===== src/rtl/deserializador_tupla16_pkg.sv =====
// Shared definitions for the framed serial-to-parallel front end.
// Holds the FSM state encoding, the default word width and the
// width of the good-frame counter.
package deserializador_tupla16_pkg;

    localparam int unsigned ANCHO_DEF = 16;
    localparam int unsigned CONTEO_W  = 8;

    // Fixed 2-bit state encoding shared by the design and its users.
    typedef enum logic [1:0] {
        S_REPOSO   = 2'd0,
        S_DESPLAZA = 2'd1,
        S_PARIDAD  = 2'd2,
        S_EMITE    = 2'd3
    } estado_t;

    // Bit counter width able to hold the value ancho.
    function automatic int unsigned cuenta_w(input int unsigned ancho);
        return $clog2(ancho + 1);
    endfunction

endpackage


===== src/rtl/deserializador_tupla16_if.sv =====
// Bus between the serial source and the deserializer.
//   Inicio/BitSerie/BitValido : framing strobe, serial bit, bit qualifier
//   Tupla/Habilitar           : assembled word and its one-cycle load pulse
//   Error/Ocupado/TramasOk    : reject pulse, frame-in-progress, good-frame count
interface deserializador_tupla16_if
    import deserializador_tupla16_pkg::*;
#(
    parameter int unsigned ANCHO = ANCHO_DEF
);
    logic                Inicio;
    logic                BitSerie;
    logic                BitValido;
    logic [ANCHO-1:0]    Tupla;
    logic                Habilitar;
    logic                Error;
    logic                Ocupado;
    logic [CONTEO_W-1:0] TramasOk;

    modport master (
        output Inicio, BitSerie, BitValido,
        input  Tupla, Habilitar, Error, Ocupado, TramasOk
    );

    modport slave (
        input  Inicio, BitSerie, BitValido,
        output Tupla, Habilitar, Error, Ocupado, TramasOk
    );
endinterface


===== src/rtl/deserializador_tupla16_contador_bits.sv =====
// Up-counter with synchronous clear (priority) and enable.
//   clk_i/rst_i : clock, asynchronous active-high reset
//   clr_i/en_i  : clear to zero, increment by one
//   cuenta_o    : current count
module deserializador_tupla16_contador_bits #(
    parameter int unsigned W = 5
) (
    input  logic         clk_i,
    input  logic         rst_i,
    input  logic         clr_i,
    input  logic         en_i,
    output logic [W-1:0] cuenta_o
);
    logic [W-1:0] cuenta_q;

    always_ff @(posedge clk_i or posedge rst_i) begin
        if (rst_i) begin
            cuenta_q <= '0;
        end else if (clr_i) begin
            cuenta_q <= '0;
        end else if (en_i) begin
            cuenta_q <= cuenta_q + W'(1);
        end
    end

    assign cuenta_o = cuenta_q;
endmodule


===== src/rtl/deserializador_tupla16.sv =====
// Assembles an ANCHO-bit word from a framed serial stream, optionally
// checks a trailing even-parity bit, and drives a downstream register.
//   Reloj/Reiniciar : clock, asynchronous active-high reset
//   bus (slave)     : Inicio/BitSerie/BitValido in; Tupla, Habilitar,
//                     Error, Ocupado, TramasOk out
module deserializador_tupla16
    import deserializador_tupla16_pkg::*;
#(
    parameter int unsigned ANCHO       = ANCHO_DEF,
    parameter bit          MSB_PRIMERO = 1'b1,
    parameter bit          PARIDAD     = 1'b1
) (
    input  logic                   Reloj,
    input  logic                   Reiniciar,
    deserializador_tupla16_if.slave bus
);
    localparam int unsigned        CNT_W  = cuenta_w(ANCHO);
    localparam logic [CNT_W-1:0]   ULTIMO = CNT_W'(ANCHO - 1);

    estado_t             estado_q;
    logic [ANCHO-1:0]    despl_q;
    logic [ANCHO-1:0]    despl_d;
    logic [ANCHO-1:0]    tupla_q;
    logic                hab_q;
    logic                err_q;
    logic [CONTEO_W-1:0] tramas_q;

    logic [CNT_W-1:0]    cuenta;
    logic                cnt_clr_c;
    logic                cnt_en_c;
    logic                ultimo_c;
    logic                paridad_ok_c;

    // Shift register with the incoming bit inserted at the configured end.
    always_comb begin
        despl_d = despl_q;
        if (MSB_PRIMERO) begin
            despl_d = {despl_q[ANCHO-2:0], bus.BitSerie};
        end else begin
            despl_d = {bus.BitSerie, despl_q[ANCHO-1:1]};
        end
    end

    // Inicio restarts the count in every state; a bit sampled together
    // with Inicio never counts.
    assign cnt_clr_c    = bus.Inicio;
    assign cnt_en_c     = (estado_q == S_DESPLAZA) && bus.BitValido && !bus.Inicio;
    assign ultimo_c     = (cuenta == ULTIMO);
    assign paridad_ok_c = ~((^despl_q) ^ bus.BitSerie);

    deserializador_tupla16_contador_bits #(
        .W (CNT_W)
    ) u_contador_bits (
        .clk_i    (Reloj),
        .rst_i    (Reiniciar),
        .clr_i    (cnt_clr_c),
        .en_i     (cnt_en_c),
        .cuenta_o (cuenta)
    );

    // Frame FSM. The word is loaded and Habilitar raised on the edge that
    // enters EMITE, so both are visible during the EMITE cycle itself.
    always_ff @(posedge Reloj or posedge Reiniciar) begin
        if (Reiniciar) begin
            estado_q <= S_REPOSO;
            despl_q  <= '0;
            tupla_q  <= '0;
            hab_q    <= 1'b0;
            err_q    <= 1'b0;
            tramas_q <= '0;
        end else begin
            hab_q <= 1'b0;
            err_q <= 1'b0;
            case (estado_q)
                S_REPOSO: begin
                    if (bus.Inicio) begin
                        despl_q  <= '0;
                        estado_q <= S_DESPLAZA;
                    end
                end
                S_DESPLAZA: begin
                    if (bus.Inicio) begin
                        despl_q <= '0;
                        err_q   <= 1'b1;
                    end else if (bus.BitValido) begin
                        despl_q <= despl_d;
                        if (ultimo_c) begin
                            if (PARIDAD) begin
                                estado_q <= S_PARIDAD;
                            end else begin
                                estado_q <= S_EMITE;
                                tupla_q  <= despl_d;
                                hab_q    <= 1'b1;
                                tramas_q <= tramas_q + CONTEO_W'(1);
                            end
                        end
                    end
                end
                S_PARIDAD: begin
                    if (bus.Inicio) begin
                        despl_q  <= '0;
                        err_q    <= 1'b1;
                        estado_q <= S_DESPLAZA;
                    end else if (bus.BitValido) begin
                        if (paridad_ok_c) begin
                            estado_q <= S_EMITE;
                            tupla_q  <= despl_q;
                            hab_q    <= 1'b1;
                            tramas_q <= tramas_q + CONTEO_W'(1);
                        end else begin
                            err_q    <= 1'b1;
                            estado_q <= S_REPOSO;
                        end
                    end
                end
                S_EMITE: begin
                    if (bus.Inicio) begin
                        despl_q  <= '0;
                        estado_q <= S_DESPLAZA;
                    end else begin
                        estado_q <= S_REPOSO;
                    end
                end
                default: estado_q <= S_REPOSO;
            endcase
        end
    end

    assign bus.Tupla     = tupla_q;
    assign bus.Habilitar = hab_q;
    assign bus.Error     = err_q;
    assign bus.TramasOk  = tramas_q;
    // Decoded straight from the state register.
    assign bus.Ocupado   = (estado_q != S_REPOSO);
endmodule


===== src/flat_wrapper.sv =====
// flat-port wrapper written by rule: the top's interface ports become plain ports
module deserializador_tupla16_flat import deserializador_tupla16_pkg::*;
#(
    parameter int unsigned ANCHO       = ANCHO_DEF,
    parameter bit          MSB_PRIMERO = 1'b1,
    parameter bit          PARIDAD     = 1'b1
)
  (Reloj, Reiniciar, bus_Inicio, bus_BitSerie, bus_BitValido, bus_Tupla, bus_Habilitar, bus_Error, bus_Ocupado, bus_TramasOk);
  deserializador_tupla16_if #(.ANCHO(ANCHO)) bus_i ();
  input  logic Reloj;
  input  logic Reiniciar;
  input wire logic [$bits(bus_i.Inicio)-1:0] bus_Inicio;
  input wire logic [$bits(bus_i.BitSerie)-1:0] bus_BitSerie;
  input wire logic [$bits(bus_i.BitValido)-1:0] bus_BitValido;
  output wire logic [$bits(bus_i.Tupla)-1:0] bus_Tupla;
  output wire logic [$bits(bus_i.Habilitar)-1:0] bus_Habilitar;
  output wire logic [$bits(bus_i.Error)-1:0] bus_Error;
  output wire logic [$bits(bus_i.Ocupado)-1:0] bus_Ocupado;
  output wire logic [$bits(bus_i.TramasOk)-1:0] bus_TramasOk;
  assign bus_i.Inicio = bus_Inicio;
  assign bus_i.BitSerie = bus_BitSerie;
  assign bus_i.BitValido = bus_BitValido;
  assign bus_Tupla = bus_i.Tupla;
  assign bus_Habilitar = bus_i.Habilitar;
  assign bus_Error = bus_i.Error;
  assign bus_Ocupado = bus_i.Ocupado;
  assign bus_TramasOk = bus_i.TramasOk;
  deserializador_tupla16 #(.ANCHO(ANCHO), .MSB_PRIMERO(MSB_PRIMERO), .PARIDAD(PARIDAD)) u_core (.Reloj(Reloj), .Reiniciar(Reiniciar), .bus(bus_i));
endmodule

===== config.mk =====
export PLATFORM = sky130hd
export DESIGN_NAME = deserializador_tupla16_flat
export DESIGN_NICKNAME = d
export VERILOG_FILES = /design/src/rtl/deserializador_tupla16_pkg.sv /design/src/rtl/deserializador_tupla16_if.sv /design/src/rtl/deserializador_tupla16_contador_bits.sv /design/src/rtl/deserializador_tupla16.sv /design/src/flat_wrapper.sv
export SDC_FILE = /design/constraint.sdc
export NUM_CORES = 1
export LEC_CHECK = 0
export ABC_AREA = 1
export BUFFER_PORTS_ARGS = -buffer_cell sky130_fd_sc_hd__buf_2
export CAP_MARGIN = 0
export CORE_MARGIN = 2
export CORE_UTILIZATION = 50
export CTS_CLUSTER_DIAMETER = 200
export DETAILED_ROUTE_END_ITERATION = 6
export PLACE_DENSITY = 0.7
export RECOVER_POWER = 100
export SLEW_MARGIN = 0
export SYNTH_ARGS = -nofsm -noshare
export SYNTH_HDL_FRONTEND = slang
export SYNTH_SLANG_ARGS = --single-unit

===== constraint.sdc =====
create_clock -name Reloj -period 1.7 [get_ports Reloj]
set_clock_uncertainty 0.15 [all_clocks]
set_input_delay 0.34 -clock Reloj [delete_from_list [all_inputs] [get_ports Reloj]]
set_output_delay 0.34 -clock Reloj [all_outputs]
set_load 0.01 [all_outputs]

==> results of run 1 <==
[power by group through the flow]
stage               combinational (uW)  clock (uW)  sequential, uW
global route                      1260         736            1410
detailed placement                 987           0            1400
floorplan                          580           0            1430
global placement                   958           0            1400
finish                            1140         664            1390
CTS                               1040         689            1380
[cells in the mapped netlist]
cell      instances
inv_2             3
nand3_1          28
a21boi_0          1
a21oi_1           5
o21ai_0          20
a211o_1           1
nand4_1          25
nand2_1         121
xor2_1            4
nand3_2           2
a31oi_1           1
xnor2_1           4
nand2_4           1
buf_1             1
nor3_1            1
ha_1              8
clkbuf_1          8
a211oi_1          1
dfrtp_1          49
nand2_2           1
buf_4             2
nand3_4           1
buf_2             1
buf_6             2
inv_1            31
nor2_1           10
nor3b_1           1
[what timing repair did]
action,4_1_cts,5_1_grt
pin swaps,2,12
setup buffers,3,8
gates resized for setup,12,37
gates cloned,0,1
endpoints found under the hold margin,49,0
endpoints found under the setup margin,28,48
hold buffers,1,0
[routing by layer]
layer | share of wire | global-route usage
met1 | 0.43 | 0.250
met2 | 0.51 | 0.372
met5 | 0 | 0
met4 | 0.016 | 0.0582
met3 | 0.044 | 0.0367
[worst reg2reg max path, delay by kind of cell (launching register included)]
kind	cells	cell delay, ns
simple gates	12	0.98
flops	1	0.43
buf+inv	2	0.26
[registers in the layout (all words and copies together) (netlist names)]
signal	cells
u_core.bus.Tupla	16
u_core.despl_q	16
u_core.bus.TramasOk	8
u_core.u_contador_bits.cuenta_o	5
u_core.estado_q	2
u_core.bus.Error	1
u_core.bus.Habilitar	1
[through the flow]
stage	hold slack [ns]	instances	cell area, um2
CTS	0.0828	466	3250
floorplan	0.253	333	2610
global placement	0.254	454	3100
global route	0.0990	475	3390
detailed placement	0.257	454	3100
finish	0.0808	475	3390
[worst max-delay path by stage]
stage,startpoint,endpoint,cells past startpoint
detailed placement,bus_BitSerie,u_core.bus.Tupla[2]$_DFFE_PP0P_,15
global route,u_core.despl_q[15]$_DFFE_PP0P_,u_core.bus.Tupla[4]$_DFFE_PP0P_,14
global placement,bus_BitSerie,u_core.bus.TramasOk[1]$_DFFE_PP0P_,15
floorplan,Reiniciar,u_core.bus.Error$_DFF_PP0_,1
CTS,u_core.despl_q[12]$_DFFE_PP0P_,u_core.bus.Tupla[2]$_DFFE_PP0P_,11
finish,u_core.despl_q[15]$_DFFE_PP0P_,u_core.bus.TramasOk[4]$_DFFE_PP0P_,14
[cell type report]
type,count,share of cell area
sequential,49,0.362
multi-input combinational,236,0.388
inverter,34,0.0377
tap,70,0.0259
timing repair buffer,78,0.161
clock inverter,2,0.00296
clock buffer,6,0.0214
[cell families (layout without fill, tap and decap cells)]
kind of cell	after synthesis	in the layout	share of synthesized area
AO/OA/AOI/OAI	29	29	0.0594
XOR/XNOR	8	8	0.0268
adder cells (fa/ha/maj)	8	8	0.0383
buffers and inverters	48	120	0.0781
flip-flops	49	49	0.470
AND/OR/NAND/NOR	191	191	0.328
==> summary.txt, run 1 <==
Run status: finished with violations
Failing checks: setup timing
Worst setup EP type: flip-flop
Crit path arrival time: 1.93 ns
Wire length per cell: 13.4 um
Slew @ Worst Pin: 0.658 ns
Total clock sinks: 49
Synth Net Count: 346
Worst hold stages: 2
Post-route core utilization: 0.667
Max stage delay on crit path: 0.43 ns
DIE AREA: 5820 um2
Total number of vias: 2521
Net Switching: 1150 uW
Final period util: 1.11
YS warnings: 0
Highest-count cells in the layout ignoring fill and taps: 103 x nand2_1, 48 x dfrtp_1, 39 x buf_4, 26 x clkbuf_1, 25 x nand4_1
Final setup TNS: -4.27 ns
Via density per instance: 5.31
DIE HEIGHT: 76.3 um
Unrepaired setup endpoints after global routing: yes
Crit path cell chain: inv_2, nand2_2, nand2_1, nand2_2, nand2_2, nand2_4, nand2_4, nand2_4, nand3_4, nand2_4, nand3_4, clkbuf_16, nand2_1, nand2_1
Post-synth top area share: 0.470
Top Ports: 32
FILL cells: 452
Register area share after synthesis: 0.470
VDD IR max: 0.442 mV
DRT Pass-1 Iters: 4
Diode count: 0
Clock power share: 0.208
Avg Cell Area, Syn: 7.84 um2
Cell-internal power: 2050 uW
GP Congestion: 0.794
Switching share of total power: 0.359
Required time at the worst-slack endpoint: 1.75 ns
Synth cell types: 27
First-pass GRT wire length: 9.76 mm
Max Root-Sink Buffers: 2
Final hold violations: 0
P&R area growth vs syn: 29.7%
Clk_lat worst skew: 0.30 ns
Max-slew violations: 0
Hold Path Sink: u_core.u_contador_bits.cuenta_o[1]$_DFFE_PP0P_
Setup crit start kind: flip-flop
Final setup viols: 34
Root buf cell: clkbuf_8
Leading post-synthesis cells by cell area: dfrtp_1 47%, nand2_1 17%, nand4_1 6.0%, nand3_1 5.4%, inv_1 4.5%
Total track usage: 0.205
Cts bufs inserted: 5
Area of the multi-input gates: 1320 um2
Die Wd: 76.3 um
Crit-path max FO: 8
Vias in the first global route: 2273
Fmax: 0.532 GHz
Leak: 0.00177 uW
Max_cap viols: 0
Commonest non-fill, non-tap cell in the layout: nand2_1
CTS tree: built
Fin worst setup slack: -0.181 ns
Slowest CP cell: dfrtp_1
R2r setup slk: -0.18 ns
R2R cell count: 14
Period minus WS final: 1.88 ns
Num rows: 26
Grt ovf: 0
Fraction of layout cells with a size suffix above 1: 0.262
Initial antenna violation count: 0
Starting Density: 0.515
Largest net degree at the start of global routing: 50
Overall power: 3190 uW
Setup WS pre-CTS: -0.126 ns
Final nets: 417
Routed Antenna Nets: 0
Area leader, netlist: dfrtp_1
Reg power frac: 0.436
Slew margin rel.: 0.561
Crit Path Class: reg2reg
CP delay by family, top: simple AND/OR/NAND/NOR gates
Synth Instances: 333
Port bufs: 31
Min-delay src: bus_Inicio
Combinational power share: 0.356
Iter 0 DRT Violations: 159
# DRC: 0
DRT Wirelength: 6.38 mm
Core area: 5070 um2
PwrDens: 943 nW/um2
CP most frequent cell: nand2_4
Reg clk slew, reported paths: 0.09 ns
Post-DP HPWL: 3.92 mm
Min-delay worst type: in2reg
H-tree depth: 2
Synth Register Bits: 49
Reg-to-reg critical path endpoint: u_core.bus.TramasOk[4]$_DFFE_PP0P_
Register area: 1230 um2
Worst path buffer plus inverter count: 2
Startpoint of the worst register-to-register path: u_core.despl_q[15]$_DFFE_PP0P_
Synthesized area: 2610 um2
Power figures use the tool's default switching activity.
==> inputs of run 2 (changes only) <==
==> constraint.sdc (replaced) <==
create_clock -name Reloj -period 1.6 [get_ports Reloj]
set_clock_uncertainty 0.15 [all_clocks]
set_input_delay 0.32 -clock Reloj [delete_from_list [all_inputs] [get_ports Reloj]]
set_output_delay 0.32 -clock Reloj [all_outputs]
set_load 0.01 [all_outputs]
==> run 2 against run 1 <==
Net effect:
- the run still ends with setup timing left
- clock power is 37% higher
- clock-buffer cell count shrank 1
- sequential cell count unchanged
- utilization is 2.9 points higher
- sequential share of layout area decreased by 1.5 points
- via count fell by 1.1%
- sequential power grew 7%
- fmax fell by 1.8%
- final area grew 4.4%
- critical path type unchanged
==> summary.txt, run 2 (synthesized netlist as in run 1, its figures left out) <==
Diode count: 0
Leak: 0.00182 uW
Die Wd: 76.3 um
Final nets: 424
Top Ports: 32
First-pass GRT wire length: 10.9 mm
Via density per instance: 5.17
Fin worst setup slack: -0.315 ns
GP Congestion: 0.812
DRT Wirelength: 6.49 mm
Highest-count cells in the layout ignoring fill and taps: 93 x nand2_1, 47 x dfrtp_1, 46 x buf_4, 26 x clkbuf_1
Slew margin rel.: 0.532
Run status: finished with violations
Placed inst area: 3160 um2
Unrepaired setup endpoints after global routing: yes
Vias in the first global route: 2478
Fmax: 0.522 GHz
Period minus WS final: 1.92 ns
PwrDens: 1080 nW/um2
Cell-internal power: 2470 uW
Worst setup EP type: flip-flop
Max_cap viols: 0
Total number of vias: 2493
Max-slew violations: 0
Num rows: 26
Crit Path Class: reg2reg
Switching share of total power: 0.354
DIE AREA: 5820 um2
H-tree depth: 2
VDD IR max: 0.517 mV
Largest net degree at the start of global routing: 50
Initial antenna violation count: 0
Final setup TNS: -7.86 ns
Routed Antenna Nets: 0
Clock power share: 0.239
Net Switching: 1350 uW
Wire length per cell: 13.5 um
Setup crit start kind: flip-flop
P&R area growth vs syn: 35.4%
Total track usage: 0.227
Fin area: 3540 um2
Post-DP HPWL: 4.01 mm
Failing checks: setup timing
Starting Density: 0.515
Final setup viols: 29
Combinational power share: 0.372
Min-delay worst type: in2reg
Crit-path max FO: 8
Cts bufs inserted: 5
Commonest non-fill, non-tap cell in the layout: nand2_1
DIE HEIGHT: 76.3 um
Clk_lat worst skew: 0.31 ns
Reg clk slew, reported paths: 0.09 ns
Fraction of layout cells with a size suffix above 1: 0.316
DRT Pass-1 Iters: 5
Crit path arrival time: 1.98 ns
Reg power frac: 0.390
Grt ovf: 0
# DRC: 0
Total clock sinks: 49
Required time at the worst-slack endpoint: 1.66 ns
Root buf cell: clkbuf_8
Final period util: 1.20
Port bufs: 31
Slew @ Worst Pin: 0.702 ns
Iter 0 DRT Violations: 225
WHS: 0.105 ns
Final hold violations: 0
Post-route core utilization: 0.697
CTS tree: built
Core area: 5070 um2
Max Root-Sink Buffers: 2
## run 2: metal layers
metal  wire length [um]  up-vias  GRT usage
met1               2740     1179      0.285
met4                131        0     0.0909
met2               3330       59      0.388
li1                   -     1243          -
met3                284       12     0.0391
met5                  0        -          0
## run 2: worst max-delay path, cell delays in order, from the launching register on
cell       delay [ns]
dfrtp_1          0.42
xnor2_2          0.27
inv_1            0.13
nand2_4          0.10
nand2_4          0.08
nand2_4          0.08
nand3_4          0.07
nand2_4          0.11
nand3_4          0.12
clkbuf_16        0.19
nand2_2          0.05
nand2_1          0.04
## run 2: path summary, 6_finish.rpt
kind	startpoint	end	slack [ns]	cells past startpoint
min	bus_Inicio	u_core.u_contador_bits.cuenta_o[1]$_DFFE_PP0P_	0.10	2
max in group asynchronous	Reiniciar	u_core.despl_q[7]$_DFFE_PP0P_	0.15	4
min in group asynchronous	Reiniciar	u_core.bus.Tupla[6]$_DFFE_PP0P_	0.63	4
min reg2reg	u_core.bus.Tupla[8]$_DFFE_PP0P_	u_core.bus.Tupla[8]$_DFFE_PP0P_	0.32	2
max	u_core.despl_q[12]$_DFFE_PP0P_	u_core.bus.TramasOk[3]$_DFFE_PP0P_	-0.32	11
max reg2reg	u_core.despl_q[12]$_DFFE_PP0P_	u_core.bus.TramasOk[3]$_DFFE_PP0P_	-0.32	11
## run 2: per-stage QoR
stage	power, uW	setup WS (ns)	instances
2_1_floorplan	2160	-0.0545	333
3_3_place_gp	2610	-0.146	461
3_5_place_dp	2640	-0.214	461
4_1_cts	3650	-0.198	475
5_1_grt	4070	-0.409	482
6_report	3820	-0.315	482
## run 2: final cells by class
class | instances | area, um2
Clock buffer | 5 | 68.8
Clock inverter | 3 | 46.3
Fill cell | 406 | 1540
Inverter | 34 | 131
Multi-Input combinational cell | 236 | 1370
Sequential cell | 49 | 1230
Tap cell | 70 | 87.6
Timing Repair Buffer | 85 | 608
## run 2: repair_timing
item	in CTS	in global routing
buffers inserted	5	6
endpoints found under the hold margin	49	0
hold buffers	1	0
cloned	0	1
setup endpoints to repair	31	49
resized for setup	27	38
pin swaps	1	5
## run 2: power groups by stage
stage / combinational (uW) / clock, uW / sequential (uW)
after global placement: 1120 / 0 / 1490
after global routing: 1580 / 985 / 1510
after CTS: 1260 / 913 / 1470
final: 1420 / 910 / 1490
after detailed placement: 1150 / 0 / 1490
after floorplan: 635 / 0 / 1520
